[src/rtl/lock_pkg.sv]
// Shared definitions for the parametrised code lock: state encodings, LED
// decode and a small constant helper used to size the shared timer.
package lock_pkg;

    typedef enum logic [2:0] {
        S_LOCKED   = 3'b000,
        S_ENTRY    = 3'b001,
        S_UNLOCKED = 3'b010,
        S_ERROR    = 3'b011,
        S_LOCKOUT  = 3'b100,
        S_PROGRAM  = 3'b101
    } state_e;

    // Plain-vector aliases so the FSM register can stay a logic [2:0].
    localparam logic [2:0] ST_LOCKED   = 3'(S_LOCKED);
    localparam logic [2:0] ST_ENTRY    = 3'(S_ENTRY);
    localparam logic [2:0] ST_UNLOCKED = 3'(S_UNLOCKED);
    localparam logic [2:0] ST_ERROR    = 3'(S_ERROR);
    localparam logic [2:0] ST_LOCKOUT  = 3'(S_LOCKOUT);
    localparam logic [2:0] ST_PROGRAM  = 3'(S_PROGRAM);

    typedef struct packed {
        logic locked;
        logic unlocked;
        logic error;
        logic lockout;
    } led_t;

    function automatic led_t led_decode(input logic [2:0] st);
        led_t leds;
        leds = '0;
        case (st)
            ST_LOCKED, ST_ENTRY: leds.locked = 1'b1;
            ST_ERROR: begin
                leds.locked = 1'b1;
                leds.error  = 1'b1;
            end
            ST_LOCKOUT: begin
                leds.locked  = 1'b1;
                leds.error   = 1'b1;
                leds.lockout = 1'b1;
            end
            ST_UNLOCKED, ST_PROGRAM: leds.unlocked = 1'b1;
            // Unused encodings recover to LOCKED on the next edge; show them as locked.
            default: leds.locked = 1'b1;
        endcase
        return leds;
    endfunction

    function automatic int max3(input int a, input int b, input int c);
        int m;
        m = a;
        if (b > m) m = b;
        if (c > m) m = c;
        return m;
    endfunction

endpackage

[src/rtl/code_lock_param_if.sv]
// Pad-side bundle of the code lock: digit/button inputs and LED/state outputs.
// master drives the buttons (wrapper or bench), slave is the lock core.
interface code_lock_param_if #(
    parameter int DIGIT_W = 4,
    parameter int FAIL_W  = 2
);
    logic [DIGIT_W-1:0] in_digit;
    logic               enter_btn;
    logic               prog_btn;
    logic               locked_led;
    logic               unlocked_led;
    logic               error_led;
    logic               lockout_led;
    logic [2:0]         state_leds;
    logic [FAIL_W-1:0]  fail_count;

    modport master (
        output in_digit, enter_btn, prog_btn,
        input  locked_led, unlocked_led, error_led, lockout_led, state_leds, fail_count
    );

    modport slave (
        input  in_digit, enter_btn, prog_btn,
        output locked_led, unlocked_led, error_led, lockout_led, state_leds, fail_count
    );
endinterface

[src/rtl/lock_timer.sv]
// Load/down-counter shared by the timed states. Loaded with N-1 on state entry,
// done is high in the N-th cycle so the owner leaves on the following edge.
module lock_timer #(
    parameter int W = 4
) (
    input  logic         clk,
    input  logic         reset,
    input  logic         load_i,
    input  logic [W-1:0] load_val_i,
    output logic         done_o
);
    logic [W-1:0] count_q;
    logic [W-1:0] count_d;

    always_comb begin
        count_d = count_q;
        if (load_i) begin
            count_d = load_val_i;
        end else if (count_q != '0) begin
            count_d = count_q - 1'b1;
        end
    end

    always_ff @(posedge clk) begin
        if (reset) begin
            count_q <= '0;
        end else begin
            count_q <= count_d;
        end
    end

    assign done_o = (count_q == '0);
endmodule

[src/rtl/code_lock_param.sv]
// Digit-entry combination lock with programmable code, failure counting,
// timed lockout and auto-relock. All outputs decode from registered state.
module code_lock_param
    import lock_pkg::*;
#(
    parameter int                           DIGIT_W        = 4,
    parameter int                           CODE_LEN       = 4,
    parameter logic [DIGIT_W*CODE_LEN-1:0]  DEFAULT_CODE   = 16'h1234,
    parameter int                           MAX_TRIES      = 3,
    parameter int                           ERR_CYCLES     = 8,
    parameter int                           LOCKOUT_CYCLES = 1024,
    parameter int                           UNLOCK_CYCLES  = 256
) (
    input  logic              clk,
    input  logic              reset,
    code_lock_param_if.slave  bus
);
    localparam int CW      = DIGIT_W * CODE_LEN;
    localparam int IW      = (CODE_LEN > 1) ? $clog2(CODE_LEN) : 1;
    localparam int FW      = $clog2(MAX_TRIES + 1);
    localparam int MAX_CYC = max3(ERR_CYCLES, LOCKOUT_CYCLES, UNLOCK_CYCLES);
    localparam int TW      = (MAX_CYC > 1) ? $clog2(MAX_CYC) : 1;

    localparam logic [TW-1:0] ERR_LOAD     = TW'(ERR_CYCLES - 1);
    localparam logic [TW-1:0] LOCKOUT_LOAD = TW'(LOCKOUT_CYCLES - 1);
    localparam logic [TW-1:0] UNLOCK_LOAD  = TW'(UNLOCK_CYCLES - 1);
    localparam logic [IW-1:0] LAST_IDX     = IW'(CODE_LEN - 1);
    localparam logic [FW-1:0] FAIL_MAX     = FW'(MAX_TRIES);

    logic [2:0]    state_q,  state_d;
    logic [IW-1:0] idx_q,    idx_d;
    logic          mis_q,    mis_d;
    logic [FW-1:0] fail_q,   fail_d;
    logic [CW-1:0] code_q,   code_d;
    logic [CW-1:0] shadow_q, shadow_d;
    logic          enter_q;
    logic          prog_q;

    logic          enter_ev;
    logic          prog_ev;
    logic          tmr_load;
    logic [TW-1:0] tmr_val;
    logic          tmr_done;
    logic          verdict;
    logic          verdict_mis;
    led_t          leds;

    assign enter_ev = bus.enter_btn & ~enter_q;
    assign prog_ev  = bus.prog_btn  & ~prog_q;

    // Digit view of the code register, most-significant digit = index 0.
    logic [DIGIT_W-1:0] code_dig [CODE_LEN];
    for (genvar gi = 0; gi < CODE_LEN; gi++) begin : g_code_dig
        assign code_dig[gi] = code_q[CW-1-gi*DIGIT_W -: DIGIT_W];
    end

    always_comb begin
        state_d     = state_q;
        idx_d       = idx_q;
        mis_d       = mis_q;
        fail_d      = fail_q;
        code_d      = code_q;
        shadow_d    = shadow_q;
        tmr_load    = 1'b0;
        tmr_val     = '0;
        verdict     = 1'b0;
        verdict_mis = 1'b0;

        case (state_q)
            ST_LOCKED: begin
                if (enter_ev) begin
                    if (CODE_LEN == 1) begin
                        verdict     = 1'b1;
                        verdict_mis = (bus.in_digit != code_dig[0]);
                    end else begin
                        state_d = ST_ENTRY;
                        idx_d   = IW'(1);
                        mis_d   = (bus.in_digit != code_dig[0]);
                    end
                end
            end
            ST_ENTRY: begin
                // Mismatches are only accumulated; the verdict waits for the last digit.
                if (enter_ev) begin
                    if (idx_q == LAST_IDX) begin
                        verdict     = 1'b1;
                        verdict_mis = mis_q | (bus.in_digit != code_dig[idx_q]);
                    end else begin
                        idx_d = idx_q + 1'b1;
                        mis_d = mis_q | (bus.in_digit != code_dig[idx_q]);
                    end
                end
            end
            ST_ERROR: begin
                if (tmr_done) state_d = ST_LOCKED;
            end
            ST_LOCKOUT: begin
                if (tmr_done) begin
                    state_d = ST_LOCKED;
                    fail_d  = '0;
                end
            end
            ST_UNLOCKED: begin
                if (prog_ev) begin
                    state_d = ST_PROGRAM;
                    idx_d   = '0;
                end else if (enter_ev || tmr_done) begin
                    state_d = ST_LOCKED;
                end
            end
            ST_PROGRAM: begin
                if (prog_ev) begin
                    state_d = ST_LOCKED;
                end else if (enter_ev) begin
                    for (int i = 0; i < CODE_LEN; i++) begin
                        if (idx_q == IW'(i)) shadow_d[CW-1-i*DIGIT_W -: DIGIT_W] = bus.in_digit;
                    end
                    // The final digit is merged and committed in the same edge.
                    if (idx_q == LAST_IDX) begin
                        code_d  = shadow_d;
                        state_d = ST_LOCKED;
                    end else begin
                        idx_d = idx_q + 1'b1;
                    end
                end
            end
            default: state_d = ST_LOCKED;
        endcase

        if (verdict) begin
            if (!verdict_mis) begin
                state_d  = ST_UNLOCKED;
                fail_d   = '0;
                tmr_load = 1'b1;
                tmr_val  = UNLOCK_LOAD;
            end else if (fail_q >= FAIL_MAX - 1'b1) begin
                state_d  = ST_LOCKOUT;
                fail_d   = FAIL_MAX;
                tmr_load = 1'b1;
                tmr_val  = LOCKOUT_LOAD;
            end else begin
                state_d  = ST_ERROR;
                fail_d   = fail_q + 1'b1;
                tmr_load = 1'b1;
                tmr_val  = ERR_LOAD;
            end
        end
    end

    always_ff @(posedge clk) begin
        if (reset) begin
            state_q  <= ST_LOCKED;
            idx_q    <= '0;
            mis_q    <= 1'b0;
            fail_q   <= '0;
            code_q   <= DEFAULT_CODE;
            shadow_q <= '0;
            enter_q  <= 1'b0;
            prog_q   <= 1'b0;
        end else begin
            state_q  <= state_d;
            idx_q    <= idx_d;
            mis_q    <= mis_d;
            fail_q   <= fail_d;
            code_q   <= code_d;
            shadow_q <= shadow_d;
            enter_q  <= bus.enter_btn;
            prog_q   <= bus.prog_btn;
        end
    end

    lock_timer #(
        .W (TW)
    ) u_timer (
        .clk        (clk),
        .reset      (reset),
        .load_i     (tmr_load),
        .load_val_i (tmr_val),
        .done_o     (tmr_done)
    );

    assign leds             = led_decode(state_q);
    assign bus.locked_led   = leds.locked;
    assign bus.unlocked_led = leds.unlocked;
    assign bus.error_led    = leds.error;
    assign bus.lockout_led  = leds.lockout;
    assign bus.state_leds   = state_q;
    assign bus.fail_count   = fail_q;
endmodule

[src/flat_wrapper.sv]
// flat-port wrapper written by rule: the top's interface ports become plain ports
module code_lock_param_flat import lock_pkg::*;
#(
    parameter int                           DIGIT_W        = 4,
    parameter int                           CODE_LEN       = 4,
    parameter logic [DIGIT_W*CODE_LEN-1:0]  DEFAULT_CODE   = 16'h1234,
    parameter int                           MAX_TRIES      = 3,
    parameter int                           ERR_CYCLES     = 8,
    parameter int                           LOCKOUT_CYCLES = 1024,
    parameter int                           UNLOCK_CYCLES  = 256
)
  (clk, reset, bus_in_digit, bus_enter_btn, bus_prog_btn, bus_locked_led, bus_unlocked_led, bus_error_led, bus_lockout_led, bus_state_leds, bus_fail_count);
  code_lock_param_if #(.DIGIT_W(DIGIT_W), .FAIL_W(2)) bus_i ();
  input  logic clk;
  input  logic reset;
  input wire logic [$bits(bus_i.in_digit)-1:0] bus_in_digit;
  input wire logic [$bits(bus_i.enter_btn)-1:0] bus_enter_btn;
  input wire logic [$bits(bus_i.prog_btn)-1:0] bus_prog_btn;
  output wire logic [$bits(bus_i.locked_led)-1:0] bus_locked_led;
  output wire logic [$bits(bus_i.unlocked_led)-1:0] bus_unlocked_led;
  output wire logic [$bits(bus_i.error_led)-1:0] bus_error_led;
  output wire logic [$bits(bus_i.lockout_led)-1:0] bus_lockout_led;
  output wire logic [$bits(bus_i.state_leds)-1:0] bus_state_leds;
  output wire logic [$bits(bus_i.fail_count)-1:0] bus_fail_count;
  assign bus_i.in_digit = bus_in_digit;
  assign bus_i.enter_btn = bus_enter_btn;
  assign bus_i.prog_btn = bus_prog_btn;
  assign bus_locked_led = bus_i.locked_led;
  assign bus_unlocked_led = bus_i.unlocked_led;
  assign bus_error_led = bus_i.error_led;
  assign bus_lockout_led = bus_i.lockout_led;
  assign bus_state_leds = bus_i.state_leds;
  assign bus_fail_count = bus_i.fail_count;
  code_lock_param #(.DIGIT_W(DIGIT_W), .CODE_LEN(CODE_LEN), .DEFAULT_CODE(DEFAULT_CODE), .MAX_TRIES(MAX_TRIES), .ERR_CYCLES(ERR_CYCLES), .LOCKOUT_CYCLES(LOCKOUT_CYCLES), .UNLOCK_CYCLES(UNLOCK_CYCLES)) u_core (.clk(clk), .reset(reset), .bus(bus_i));
endmodule
[config.mk]
export PLATFORM = sky130hd
export DESIGN_NAME = code_lock_param_flat
export DESIGN_NICKNAME = d
export VERILOG_FILES = /design/src/rtl/lock_pkg.sv /design/src/rtl/code_lock_param_if.sv /design/src/rtl/lock_timer.sv /design/src/rtl/code_lock_param.sv /design/src/flat_wrapper.sv
export SDC_FILE = /design/constraint.sdc
export NUM_CORES = 1
export LEC_CHECK = 0
export BUFFER_PORTS_ARGS = -buffer_cell sky130_fd_sc_hd__buf_4
export CAP_MARGIN = 20
export CELL_PAD_IN_SITES_DETAIL_PLACEMENT = 1
export CELL_PAD_IN_SITES_GLOBAL_PLACEMENT = 2
export CORE_ASPECT_RATIO = 1.1
export CORE_MARGIN = 5
export CORE_UTILIZATION = 36
export CTS_BUF_LIST = sky130_fd_sc_hd__clkbuf_8 sky130_fd_sc_hd__clkbuf_16
export DETAILED_ROUTE_END_ITERATION = 12
export PLACE_DENSITY_LB_ADDON = 0.08
export SYNTH_ARGS = -nofsm -noshare
export SYNTH_HDL_FRONTEND = slang
export SYNTH_SLANG_ARGS = --single-unit
[constraint.sdc]
create_clock -name clk -period 2.8 [get_ports clk]
set_input_delay 0.42 -clock clk [delete_from_list [all_inputs] [get_ports clk]]
set_output_delay 0.42 -clock clk [all_outputs]
set_load 0.01 [all_outputs]
# Yosys cells after proc, flatten, opt, wreduce, memory -nomap -nowiden
# Cells that the tools add are included.
# totals
romBits,0
ramBits,0
wordCells,109
register_bits,52
n_memories,0
latch_bits,0
# op_classes
div_mod_pow,0
n_lt_le_gt_ge,2
add_sub_neg,3
n_shift,0
bitwise,7
mux,49
mul,0
n_reduce_logical,18
n_eq_ne,21
# op_table
cell,n
two-way mux 10 bit,5
two-way mux 3 bit,10
two-way mux 4 bit,6
two-way mux 2 bit,10
case mux 3 bit (5 select lines),1
two-way mux 1 bit,14
inequality test 4 x 1 -> 1 bit (second input constant),3
AND reduction 4 bit,3
zero test 10 bit,1
nonzero test 10 bit,1
subtractor 10 x 1 -> 10 bit (second input constant),1
binary-select mux 4 bit (select 2 bit),1
inequality test 2 x 1 -> 1 bit (second input constant),4
inequality test 4 bit,2
case mux 2 bit (4 select lines),1
nonzero test 2 bit,4
equality test 3 x 2 -> 1 bit (second input constant),2
equality test 3 bit (second input constant),2
inequality test 3 x 1 -> 1 bit (second input constant),2
AND reduction 6 bit,1
adder 2 x 1 -> 2 bit (second input constant),2
equality test 2 bit (second input constant),2
inequality test 2 bit (second input constant),2
nonzero test 4 bit,1
other kinds (15),19

# Logic depth before layout (Yosys ltp)
# Gate-level depths: netlist of run 1.
# logic_depth
depth_word,12
mapped_depth,7

# By module
# From an unflattened synthesis of run 1, not the netlist that was laid out.
# unflattened
cells_unflattened,318
hier_area_um2,2708.8
# by_module_without_submodules
mod,n_inst,seq_area_each_um2,area_per_inst_um2,cells_per_inst
code_lock_param,1,760.7,2095.8,245
lock_timer,1,200.2,613.1,73

# Worst setup path after synthesis of run 1
# No wires, ideal clock.
# synth_timing
path_type,reg2reg
start,register u_core.idx_q[0]
end,register u_core.u_timer.count_q[3]
setup_time_ps,77
path_slack_ps,766
synth_period_minus_slack_ps,2034
arrival_ps,1957
stages_incl_launch_ff,7
t_required_ps,2723
n_path_buf,1
path_cell_list,dfxtp_1 -> buf_2 -> mux4_1 -> xor2_1 -> a2111o_1 -> a21o_2 -> a41oi_2
# synth_via
elab_chain_len,12
# synth_rtl
element,line_no,text
"start, declared",code_lock_param.sv:31,"logic [IW-1:0] idx_q, idx_d;"
"start signal, assigned",code_lock_param.sv:162,idx_q <= idx_d;
NOT 2 -> 3 bit (implied by the code),code_lock_param.sv:87,verdict_mis = mis_q | (bus.in_digit != code_dig[idx_q]);
binary-select mux 4 bit (select 2 bit),code_lock_param.sv:87,
two-way mux 4 bit (implied by the code) (2 in a row),code_lock_param.sv:87,
inequality test 4 bit,code_lock_param.sv:87,
OR 1 bit,code_lock_param.sv:87,
two-way mux 1 bit,code_lock_param.sv:85,if (idx_q == LAST_IDX) begin
two-way mux 1 bit,code_lock_param.sv:84,if (enter_ev) begin
two-way mux 1 bit,code_lock_param.sv:69,case (state_q)
two-way mux 10 bit,code_lock_param.sv:131,if (!verdict_mis) begin
two-way mux 10 bit,code_lock_param.sv:130,if (verdict) begin
two-way mux 10 bit,lock_timer.sv:17,if (load_i) begin
"end signal, assigned",lock_timer.sv:28,count_q <= count_d;
"end, declared",lock_timer.sv:12,logic [W-1:0] count_q;
# Parallel ways exist; a longest one is shown, timed or not. The select of a mux whose other input is x is not followed.
# A chain may end at the register's enable or synchronous reset.

# Worst setup path in the final report of run 1
# Same ends and word-level chain as after synthesis.

==> results by group, run 1 <==
Outcome
  – Status: finished, final reports clean

Layout
  – Final non-filler cell total: 388
  – Final nets: 317
  – Area growth from synthesis to layout: 10.9%
  – Total inserted antenna cells: 0
  – Cell area after layout: 0.00278 mm^2
  – Share of cells above drive strength 1: 11.9%

Power and ir drop
  – Power per cell area: 718 mW/mm^2
  – Max VDD drop: 0.278 mV
  – Leak: 1.05 nW
  – Power Total: 2.00 mW

Place
  – GPL Wtd Cong: 0.745
  – Dpl cell area: 0.00269 mm^2
  – Port Buffers: 16
  – Placed cells: 381
  – Post-DP HPWL: 4590 um

Clocking
  – CTS tree: built
  – Clock Path Buffers: 2
  – Clock Pin Slew Worst Setup and Hold Paths: 0.09 ns
  – Htree depth: 2
  – CTS root buf: clkbuf_8
  – Setup Buffers After CTS: 0
  – Hold-fix buffers at CTS: 0
  – CTS Buf Count: 5
  – Clock Latency Late Sink: 0.30 ns
  – Clock Sinks: 48
  – Post-CTS sizing: 0

STA
  – Slew Viols, Final: 0
  – Final Hold Vio Count: 0
  – Relative slew slack: 68.8%
  – Fin crit share: 79.4%
  – # setup viols final: 0
  – RSZ-0062 raised after global routing: false
  – Clock Skews: 0.00624 ns
  – Max Clock Freq: 0.450 GHz
  – Fin crit period: 2.22 ns
  – Setup TNS Final: 0 ns
  – Least-Margin Pin Slew: 0.464 ns

Synth
  – Cell taking the most area after synthesis: dfxtp_1
  – Synth top area share: 38.3%
  – Largest cells by area after synthesis: dfxtp_1, mux2i_1, a21oi_1
  – Syn Std Cell Area: 0.00251 mm^2
  – Sequential fraction of the synthesis area: 38.3%
  – EDFF count, synth: 0
  – Count of unique library cells instantiated by Yosys: 46
  – Synth Area per Inst: 8.50 um^2
  – Top cells by count, synth: dfxtp_1, nand2_1, a21oi_1
  – #FFs+latches synth: 48
  – Async set-reset flop share out of synthesis: 0%
  – Syn nets: 309
  – Most common cell in the netlist: dfxtp_1
  – Post-synthesis cell count: 295
  – Ys Warns: 0
  – Ys flop type: dfxtp_1

Setup path
  – CP Capture Type: register
  – Critical Path RT: 3.03 ns
  – Crit Path Category: register to register
  – CP startpoint kind: register
  – Worst-path fanout max: 12
  – Reg-to-reg endpoint: u_core.u_timer.count_q[3]
  – Worst reg2reg setup slack: 0.58 ns
  – Reg2Reg Depth: 5
  – R2R Path Start: u_core.idx_q[0]
  – Critical Path AT: 2.46 ns

Floorplan
  – Die Wd: 89.6 um
  – Starting Density: 36.4%
  – Die Span Y: 97.5 um
  – CORE AREA: 0.00689 mm^2
  – Die ar.: 0.00873 mm^2
  – I/O pins: 17
  – Site row count: 32

GRT
  – Gr ovfl total: 0
  – Vias in the first global route: 2113
  – Pin count of the biggest net entering global routing: 36
  – GR Util All Layers: 15.8%
  – First-pass GRT wire length: 10900 um
  – Initial antenna violation count: 0

Routing
  – Post-Route WL: 6400 um
  – DRC: 0
  – Vias per cell: 5.37
  – DR WL/cell: 16.5 um
  – Post-DRT Antenna Nets: 0
  – Iteration-0 DRC Markers: 55
  – Via Count: 2085
  – First-pass detailed-route iteration total: 4

Worst hold path
  – Worst Hold End: u_core.enter_q
  – Hold Path Stages: 2
  – HP Start: bus_enter_btn
  – Hold Crit Class: input port to register

Run
  – Max Cap Violations: 0
final cells by class:
cell class	count	area, um^2
Clock buffer	6	82.6
Tap cell	85	106
Clock inverter	1	8.76
Fill cell	839	4110
Inverter	13	48.8
Multi-Input combinational cell	212	1400
Timing Repair Buffer	23	173
Sequential cell	48	961
worst max path at each step:
stage	startpoint	endpoint	slack, ns	cells after the start
floorplan	u_core.idx_q[0]	u_core.u_timer.count_q[3]	0.77	6
global placement	u_core.idx_q[0]	u_core.u_timer.count_q[3]	0.62	5
detailed placement	u_core.idx_q[0]	u_core.u_timer.count_q[3]	0.59	5
CTS	u_core.idx_q[0]	u_core.u_timer.count_q[3]	0.57	5
global route	u_core.idx_q[0]	u_core.bus.state_leds[2]	0.45	5
finish	u_core.idx_q[0]	u_core.u_timer.count_q[3]	0.58	5
metrics by stage:
stage	util [%]	worst slack, ns	hold WS [ns]
global route	40.4	0.446	0.359
finish	40.4	0.576	0.339
floorplan	-	0.766	0.432
CTS	40.4	0.568	0.336
detailed placement	39.0	0.587	0.448
global placement	39.0	0.620	0.441
cell usage in the layout, fill, tap and decap left out, types with 9 or more instances in the layout:
cell and count:
nor2_1 16, a211oi_1 11, buf_4 23, dfxtp_1 48
nand3_1 21, a21oi_1 30, mux2i_1 16, nand2_1 37
xor2_1 9, inv_1 12
kinds of logic (layout without fill, tap and decap cells):
group / count (synthesis) / in the layout / synth area share (%)
AND/OR/NAND/NOR: 101 / 101 / 20.1
AO/OA/AOI/OAI: 74 / 74 / 19.3
flip-flops: 48 / 48 / 38.3
buffers and inverters: 35 / 43 / 5.79
multiplexers: 19 / 19 / 9.24
XOR/XNOR: 12 / 12 / 4.19
adder cells (fa/ha/maj): 6 / 6 / 3.00
worst max-delay path: stages, from the launching register on:
cell	delay, ns
dfxtp_1	0.59
mux4_1	0.62
xor2_1	0.16
a2111o_1	0.39
a21o_2	0.26
a41oi_2	0.14
flip-flops by register name, indices dropped and copies added (netlist names):
name and flops:
u_core.bus.state_leds 3, u_core.idx_q 2, u_core.code_dig 16, u_core.enter_q 1, u_core.shadow_q 12, u_core.mis_q 1, u_core.prog_q 1, u_core.u_timer.count_q 10
u_core.bus.fail_count 2
per-layer routing:
layer  global-route usage [%]  vias to the layer above  routed length, um
met5                        0                        -                  0
met2                     25.5                       21               3050
met1                     21.4                      993               3110
li1                         -                     1064                  -
met4                     3.67                        0                 80
met3                     3.05                        7                167
power breakdown:
group | switching, mW | internal [mW] | leakage, nW
Sequential | 0.0991 | 0.756 | 0.390
Clock | 0.242 | 0.198 | 0.0473
Combinational | 0.388 | 0.313 | 0.615
(Power assumes the default switching activity.)
==> inputs of run 2 (changes only) <==
==> constraint.sdc (replaced) <==
create_clock -name clk -period 2.2 [get_ports clk]
set_input_delay 0.33 -clock clk [delete_from_list [all_inputs] [get_ports clk]]
set_output_delay 0.33 -clock clk [all_outputs]
set_load 0.01 [all_outputs]
==> results by group, run 2 (same netlist as run 1, synthesis figures left out) <==
Layout
  – Multi-input logic area: 0.00140 mm^2 (unchanged)
  – Final Util: 40.6% (+0.24 points)
  – Area growth from synthesis to layout: 11.6%
  – Seq. cell area: 961 um^2 (unchanged)
  – Commonest non-fill, non-tap cell in the layout: dfxtp_1
  – Total inserted antenna cells: 0 (unchanged)
  – Final non-filler cell total: 392 (+1.0%)
  – Fill cells: 842 (+0.36%)
  – Max reg flops: 16 (unchanged)
  – Final nets: 320 (+0.95%)
  – Most frequent cells in the layout: dfxtp_1, nand2_1, a21oi_1
  – Share of cells above drive strength 1: 12.4% (+0.50 points)

Floorplan
  – CORE AREA: 0.00689 mm^2 (unchanged)
  – Starting Density: 36.4% (unchanged)
  – Die Wd: 89.6 um (unchanged)
  – Die Span Y: 97.5 um (unchanged)
  – Die ar.: 0.00873 mm^2 (unchanged)
  – I/O pins: 17 (unchanged)
  – Site row count: 32 (unchanged)

Place
  – Post-DP HPWL: 4790 um (+4.5%)
  – DP Worst Slack: 0.136 ns (-0.451 ns)
  – Placed cells: 384 (+0.79%)
  – GPL Wtd Cong: 0.771 (+3.5%)
  – Port Buffers: 16 (unchanged)

GRT
  – Vias in the first global route: 2158 (+2.1%)
  – GR Util All Layers: 16.1% (+0.31 points)
  – Initial antenna violation count: 0 (unchanged)
  – Pin count of the biggest net entering global routing: 36 (unchanged)
  – First-pass GRT wire length: 11100 um (+1.5%)
  – Gr ovfl total: 0 (unchanged)

Setup path
  – R2R Path Start: u_core.idx_q[1]
  – Crit-path slowest cell: mux4_2
  – Reg2Reg Depth: 5 (unchanged)
  – Reg-to-reg endpoint: u_core.u_timer.count_q[7]
  – CP Buf/Inv Count: 0 (unchanged)
  – Critical path depth: 5 (unchanged)
  – CP peak stage delay: 0.53 ns (-0.09 ns)
  – Critical Path RT: 2.44 ns (-0.59 ns)
  – Worst reg2reg setup slack: 0.13 ns (-0.44 ns)
  – Critical Path, Cell by Cell: mux4_2 > xor2_1 > a2111o_1 > a21o_2 > a31oi_1
  – Worst-path fanout max: 7 (-5)
  – CP Capture Type: register
  – Crit Path Category: register to register
  – CP startpoint kind: register
  – Critical Path AT: 2.30 ns (-0.16 ns)
  – Critical Path End: u_core.u_timer.count_q[7]
  – Critical path origin: u_core.idx_q[1]
  – Kind of cell adding the most delay to the critical path: compound AO/OA/AOI/OAI gates

STA
  – Setup ws final: 0.134 ns (-0.442 ns)
  – RSZ-0062 raised after global routing: false
  – WHS: 0.263 ns (-0.0759 ns)
  – Fin crit period: 2.07 ns (-0.158 ns)
  – # setup viols final: 0 (unchanged)
  – Fin crit share: 93.9% (+14 points)
  – Setup TNS Final: 0 ns (unchanged)
  – Slew Viols, Final: 0 (unchanged)
  – Relative slew slack: 70.0% (+1.2 points)
  – Least-Margin Pin Slew: 0.445 ns (-0.0188 ns)
  – Max Clock Freq: 0.484 GHz (+7.6%)
  – Clock Skews: 0.00685 ns (+0.000608 ns)
  – Final Hold Vio Count: 0 (unchanged)

Routing
  – Post-Route WL: 6670 um (+4.2%)
  – Vias per cell: 5.41 (+0.59%)
  – Via Count: 2119 (+1.6%)
  – Post-DRT Antenna Nets: 0 (unchanged)
  – Iteration-0 DRC Markers: 73 (+33%)
  – First-pass detailed-route iteration total: 4 (unchanged)
  – DRC: 0 (unchanged)
  – DR WL/cell: 17.0 um (+3.2%)

Power and ir drop
  – Power per cell area: 903 mW/mm^2 (+26%)
  – Max VDD drop: 0.354 mV (+28%)
  – Leak: 1.07 nW (+1.8%)

Outcome
  – Status: finished, final reports clean

Clocking
  – CTS tree: built
  – Clock Path Buffers: 2 (unchanged)
  – Setup Buffers After CTS: 0 (unchanged)
  – CTS root buf: clkbuf_8
  – Clock Pin Slew Worst Setup and Hold Paths: 0.09 ns (about the same)
  – Htree depth: 2 (unchanged)
  – CTS Buf Count: 5 (unchanged)
  – Hold-fix buffers at CTS: 0 (unchanged)
  – Clock Sinks: 48 (unchanged)
  – Clock Latency Late Sink: 0.30 ns (about the same)
  – Post-CTS sizing: 0 (unchanged)

Worst hold path
  – Hold Crit Class: input port to register

Run
  – Max Cap Violations: 0 (unchanged)
[run 2: cell types whose count changed in the layout (fill, tap and decap cells not counted)]
cell / before / now
buf_4: 23 / 26
clkbuf_8: 6 / 5
inv_1: 12 / 14
[run 2: power by group]
group / total (mW) / internal, mW / switching (mW)
registers: 1.07 / 0.962 / 0.110
logic: 0.927 / 0.405 / 0.522
clock network: 0.526 / 0.219 / 0.307
total: 2.52 / 1.59 / 0.939
[run 2: worst min-delay path by stage]
| stage | from | end | slack (ns) | cells after the start |
|---|---|---|---|---|
| finish | bus_prog_btn | u_core.prog_q | 0.26 | 2 |
| floorplan | u_core.code_dig[3] | u_core.code_dig[3] | 0.43 | 2 |
| global route | bus_prog_btn | u_core.prog_q | 0.27 | 2 |
| CTS | bus_prog_btn | u_core.prog_q | 0.26 | 2 |
| global placement | u_core.shadow_q[10] | u_core.shadow_q[10] | 0.44 | 2 |
| detailed placement | u_core.shadow_q[10] | u_core.shadow_q[10] | 0.45 | 2 |
[run 2: through the flow]
stage	area (um^2)	total power, mW
2_1_floorplan	2510	1.76
3_3_place_gp	2710	2.02
5_1_grt	2800	2.71
3_5_place_dp	2710	2.03
6_report	2800	2.52
4_1_cts	2800	2.57
[run 2: layer usage]
| metal | up-vias | share of wire [%] | wire (um) | GRT usage, % |
|---|---|---|---|---|
| met5 | - | 0 | 0 | 0 |
| met4 | 0 | 1.1 | 71 | 3.44 |
| met3 | 6 | 2.3 | 153 | 3.14 |
| met2 | 16 | 50 | 3320 | 26.6 |
| met1 | 1024 | 47 | 3130 | 21.3 |
| li1 | 1073 | - | - | - |
[run 2: area by class of cell]
| class | count | share of cell area [%] |
|---|---|---|
| clock buffer | 5 | 2.46 |
| timing repair buffer | 26 | 6.98 |
| inverter | 13 | 1.74 |
| tap | 85 | 3.80 |
| clock inverter | 3 | 0.582 |
| sequential | 48 | 34.4 |
| multi-input combinational | 212 | 50.1 |
